[config.mk]
export PLATFORM = sky130hd
export DESIGN_NAME = pipe_stage_reg
export DESIGN_NICKNAME = d
export VERILOG_FILES = /design/src/rtl/pipe_stage_reg.sv
export SDC_FILE = /design/constraint.sdc
export NUM_CORES = 1
export LEC_CHECK = 0
export CAP_MARGIN = 30
export CORE_MARGIN = 2
export CORE_UTILIZATION = 36
export CTS_BUF_LIST = sky130_fd_sc_hd__clkbuf_4 sky130_fd_sc_hd__clkbuf_8 sky130_fd_sc_hd__clkbuf_16
export DETAILED_ROUTE_END_ITERATION = 8
export PLACE_DENSITY = 0.77
export SKIP_LAST_GASP = 1
export SYNTH_ARGS = -nofsm -noshare
export SYNTH_HDL_FRONTEND = slang
export SYNTH_SLANG_ARGS = --single-unit
[constraint.sdc]
create_clock -name clk -period 2.14 [get_ports clk]
set_input_delay 0.428 -clock clk [delete_from_list [all_inputs] [get_ports clk]]
set_output_delay 0.428 -clock clk [all_outputs]
set_load 0.005 [all_outputs]
[src/rtl/pipe_stage_reg.sv]
// Pipeline stage register with freeze, bubble insertion and flush control.
// Every output is a flop. Per-edge priority is flush > hold > bubble > load.
// A bubble keeps the PC and delay-slot flag so a later interrupt can still
// record the right EPC. bubble_cnt counts winning bubbles, saturates instead
// of wrapping, and is cleared only by reset (never by flush).
module pipe_stage_reg #(
  parameter int unsigned DW       = 32,
  parameter int unsigned NDATA    = 3,
  parameter int unsigned AW       = 5,
  parameter int unsigned EXCW     = 5,
  parameter int unsigned CW       = 16,
  parameter logic [31:0] RESET_PC = 32'h0000_3000
) (
  input  logic                  clk,
  input  logic                  reset,
  input  logic [31:0]           in_ir,
  input  logic [31:0]           in_pc,
  input  logic [NDATA*DW-1:0]   in_data,
  input  logic [AW-1:0]         in_a3,
  input  logic                  in_regwrite,
  input  logic                  in_memwrite,
  input  logic                  in_valid,
  input  logic                  in_bd,
  input  logic [EXCW-1:0]       in_exc,
  input  logic                  cond_en,
  input  logic                  cond_ok,
  input  logic                  hold,
  input  logic                  bubble,
  input  logic                  flush,
  output logic [31:0]           out_ir,
  output logic [31:0]           out_pc,
  output logic [NDATA*DW-1:0]   out_data,
  output logic [AW-1:0]         out_a3,
  output logic                  out_regwrite,
  output logic                  out_memwrite,
  output logic                  out_valid,
  output logic                  out_bd,
  output logic [EXCW-1:0]       out_exc,
  output logic [CW-1:0]         bubble_cnt
);

  logic [31:0]         ir_q, ir_d;
  logic [31:0]         pc_q, pc_d;
  logic [NDATA*DW-1:0] data_q, data_d;
  logic [AW-1:0]       a3_q, a3_d;
  logic                regwrite_q, regwrite_d;
  logic                memwrite_q, memwrite_d;
  logic                valid_q, valid_d;
  logic                bd_q, bd_d;
  logic [EXCW-1:0]     exc_q, exc_d;
  logic [CW-1:0]       bcnt_q, bcnt_d;

  logic cond_squash;
  logic exc_squash;

  // Squash conditions for a normal load; they are independent and simply OR.
  always_comb begin
    cond_squash = cond_en & ~cond_ok;
    exc_squash  = (in_exc != '0);
  end

  // Next-state selection in priority order flush > hold > bubble > load.
  always_comb begin
    ir_d       = ir_q;
    pc_d       = pc_q;
    data_d     = data_q;
    a3_d       = a3_q;
    regwrite_d = regwrite_q;
    memwrite_d = memwrite_q;
    valid_d    = valid_q;
    bd_d       = bd_q;
    exc_d      = exc_q;
    bcnt_d     = bcnt_q;

    if (flush) begin
      ir_d       = '0;
      pc_d       = RESET_PC;
      data_d     = '0;
      a3_d       = '0;
      regwrite_d = 1'b0;
      memwrite_d = 1'b0;
      valid_d    = 1'b0;
      bd_d       = 1'b0;
      exc_d      = '0;
    end else if (hold) begin
      // everything, bubble_cnt included, keeps its value
    end else if (bubble) begin
      ir_d       = '0;
      pc_d       = in_pc;
      data_d     = '0;
      a3_d       = '0;
      regwrite_d = 1'b0;
      memwrite_d = 1'b0;
      valid_d    = 1'b0;
      bd_d       = in_bd;
      exc_d      = '0;
      if (bcnt_q != {CW{1'b1}}) begin
        bcnt_d = bcnt_q + CW'(1);
      end
    end else begin
      ir_d       = in_ir;
      pc_d       = in_pc;
      data_d     = in_data;
      a3_d       = (cond_squash || exc_squash) ? '0 : in_a3;
      regwrite_d = in_regwrite & ~cond_squash & ~exc_squash;
      memwrite_d = in_memwrite & ~exc_squash;
      valid_d    = in_valid;
      bd_d       = in_bd;
      exc_d      = in_exc;
    end
  end

  // Stage registers with asynchronous active-low reset.
  always_ff @(posedge clk or negedge reset) begin
    if (!reset) begin
      ir_q       <= '0;
      pc_q       <= RESET_PC;
      data_q     <= '0;
      a3_q       <= '0;
      regwrite_q <= 1'b0;
      memwrite_q <= 1'b0;
      valid_q    <= 1'b0;
      bd_q       <= 1'b0;
      exc_q      <= '0;
      bcnt_q     <= '0;
    end else begin
      ir_q       <= ir_d;
      pc_q       <= pc_d;
      data_q     <= data_d;
      a3_q       <= a3_d;
      regwrite_q <= regwrite_d;
      memwrite_q <= memwrite_d;
      valid_q    <= valid_d;
      bd_q       <= bd_d;
      exc_q      <= exc_d;
      bcnt_q     <= bcnt_d;
    end
  end

  // Outputs come straight from the flops.
  always_comb begin
    out_ir       = ir_q;
    out_pc       = pc_q;
    out_data     = data_q;
    out_a3       = a3_q;
    out_regwrite = regwrite_q;
    out_memwrite = memwrite_q;
    out_valid    = valid_q;
    out_bd       = bd_q;
    out_exc      = exc_q;
    bubble_cnt   = bcnt_q;
  end

endmodule
==> flow_summary.json, run 1 <==
{
  "leakagePower_uw": 0.00535,
  "ys_types": 42,
  "syn_avg_cell_area_sq_um": 13.8,
  "nFillCells": 1576,
  "rsz0062_at_grt": "false",
  "maxCapViolations": 0,
  "synth-edff-count": 0,
  "clk_pin_slew_ns": 0.07,
  "period_share_pct": 90.9,
  "critical_path_class": "register to register",
  "wl_mm": 21.9,
  "gr-total-overflow": 0,
  "timing.fmax_mhz": 514,
  "drc_errors": 0,
  "regToRegSetupSlack_ns": 0.19,
  "grt_max_degree": 60,
  "endpoint": "bubble_cnt[1]$_DFFE_PN0P_",
  "netlist_area_sq_mm": 0.00709,
  "start_util_pct": 36.6,
  "synthCells": 512,
  "r2r_start": "bubble_cnt[11]$_DFFE_PN0P_",
  "cts_buffers": 17,
  "drtIter0Drc": 311,
  "synth_mux_area_share_pct": 5.06,
  "finalHoldViolCount": 0,
  "htree_levels": 4,
  "hp-class": "input pin to register",
  "fin_nets": 1084,
  "async_reset_ff_share_pct": 100,
  "dr_total_vias": 5973,
  "cts_tree": "yes",
  "synth_compound_area_share_pct": 19.0,
  "clk_path_buf_depth": 2,
  "post-dp-hpwl_mm": 16.4,
  "core_sq_mm": 0.0194,
  "fp.dieH_um": 144,
  "reg2reg_depth": 4,
  "slew_viol_final": 0,
  "power_uw": 8250,
  "layout-drive-gt1-share_pct": 9.18,
  "status": "completed",
  "start_kind": "register",
  "fin_worst_skew_ns": 0.00749,
  "p_per_area_mw_per_mm2": 687,
  "cp.required_ns": 2.44,
  "drt-vias-per-instance": 5.06,
  "synth-xor-area-share_pct": 0.741,
  "synthFlopType": "dfrtp_1",
  "vdd_ir_drop_max_uv": 618,
  "die_x_um": 144,
  "startpoint": "bubble_cnt[11]$_DFFE_PN0P_",
  "dr.pass1.iters": 4,
  "diodes": 0,
  "die_area_sq_mm": 0.0208,
  "fin_ws_ns": 0.195,
  "r2r-end": "bubble_cnt[1]$_DFFE_PN0P_",
  "wire_per_inst_um": 18.5,
  "cts.repair_timing.setup_buffer_count": 0,
  "yosys_warnings": 0,
  "area_growth_pct": 69.5,
  "tightest_slew_ns": 0.508,
  "seq_area_frac_synth_pct": 67.1,
  "finalWorstPathRequiredPeriod_ns": 1.95,
  "final_cell_mix": "clkdlybuf4s50_1 (368), dfrtp_1 (188), a22o_1 (141)",
  "layout_commonest_cell": "clkdlybuf4s50_1",
  "clk_latency_ns": 0.41,
  "grt_antenna_before_repair": 0,
  "syn-num-nets": 694,
  "postCtsHoldBufs": 1,
  "crit_fanout": 6,
  "post_cts_resized": 0,
  "grt_pass1_wl_mm": 33.2,
  "synth_seq_cells": 190,
  "synth_top_family_by_area": "compound AO/OA/AOI/OAI gates",
  "row_count": 51,
  "place_congestion": 0.796,
  "ant_nets": 0,
  "place.port_buffers": 370,
  "max-slew-margin-rel_pct": 66.1,
  "pre_cts_slack_ns": -0.00566,
  "yosys.area_share.simple_pct": 5.68,
  "cts.sink_count": 190,
  "setup_viol": 0,
  "first_global_vias": 5943,
  "critPathCaptureType": "register",
  "synthAdderAreaFrac_pct": 0.176,
  "critical_path_arrival_ns": 2.25,
  "ios": 371,
  "track_usage_pct": 20.6,
  "root_buffer": "clkbuf_16"
}
## how the worst min path moves through the flow
stage	slack [ns]	start	cells after the start	endpoint
final	0.49	hold	3	out_pc[30]$_DFFE_PN0P_
after global placement	0.44	reset	1	out_pc[11]$_DFFE_PN0P_
after global routing	0.48	hold	3	out_pc[24]$_DFFE_PN0P_
after floorplan	0.13	reset	0	bubble_cnt[0]$_DFFE_PN0P_
after CTS	0.45	hold	3	out_pc[24]$_DFFE_PN0P_
after detailed placement	0.44	reset	1	out_pc[10]$_DFFE_PN0P_
## worst max-delay path, cell delays in order (launching register included)
cell and delay, ns:
dfrtp_1 0.44, and4_1 0.28, or4b_1 0.52, o31a_1 0.30
mux2_4 0.30
## power breakdown
part | switching [uW] | total [uW] | internal [uW] | leakage [uW]
clock network | 1450 | 3050 | 1600 | 0.000274
registers | 131 | 3900 | 3770 | 0.00257
logic | 478 | 1310 | 829 | 0.00250
total | 2060 | 8250 | 6190 | 0.00535
## layer usage
layer  vias up  global-route usage (%)  routed length (um)  share of wire, %
met5         -                       0                   0                 0
met4         0                    7.15                 545               2.5
met3        37                    6.39                1740               8.0
met2       279                    34.0               10900                50
met1      2955                    25.6                8680                40
li1       2702                       -                   -                 -
## cells by family (layout without fill, tap and decap cells)
kind of cell / Yosys count / in the layout
buf+inv: 42 / 445
compound gates: 157 / 157
flops: 190 / 190
simple gates: 81 / 81
fa+ha+maj: 1 / 1
xor+xnor: 6 / 6
mux: 35 / 35
## per-stage QoR
stage	util [%]	instances	instance area (sq um)	setup TNS, ns	hold slack [ns]
3_3_place_gp	58.9	1147	11400	0	0.442
3_5_place_dp	58.9	1147	11400	-0.00566	0.442
4_1_cts	61.9	1180	12000	0	0.453
6_report	61.9	1180	12000	0	0.485
5_1_grt	61.9	1180	12000	0	0.484
2_1_floorplan	-	512	7090	0	0.132
## state kept, by name (all words and copies together), names as in the netlist, 5 cells and up
signal,cells
out_data,96
out_ir,32
out_pc,32
bubble_cnt,16
out_a3,5
out_exc,5
## synth_stat cells (3+ instances only)
master      n  area, sq um
dfrtp_1   188         4700
a22o_1    141         1230
nor2_1     39          146
clkbuf_1   31          116
mux2i_1    31          310
nand2_1    10         37.5
a21oi_1     6         30.0
buf_1       6         22.5
nand3_1     6         30.0
nor4_1      4         25.0
xnor2_1     4         35.0
and3_1      3         18.8
inv_1       3         11.3
mux2_2      3         33.8
nor2b_1     3         18.8
## area by class of cell
type                       count  area [sq um]  area share [%]
sequential                   190          4760            39.6
timing repair buffer         410          4160            34.6
multi-input combinational    280          2190            18.2
clock buffer                  19           453            3.77
tap                          265           332            2.76
clock inverter                13           120            1.00
inverter                       3          11.3          0.0937
Note: power is estimated with default switching activity, not from simulation.
==> run 2: changes to the inputs <==
--- a/config.mk
+++ b/config.mk
@@ -15,3 +15,4 @@
 export SYNTH_ARGS = -nofsm -noshare
 export SYNTH_HDL_FRONTEND = slang
 export SYNTH_SLANG_ARGS = --single-unit
+export TNS_END_PERCENT = 5
==> results of run 2 <==
No change in the layout: final DEF, timing and power equal those of run 1.
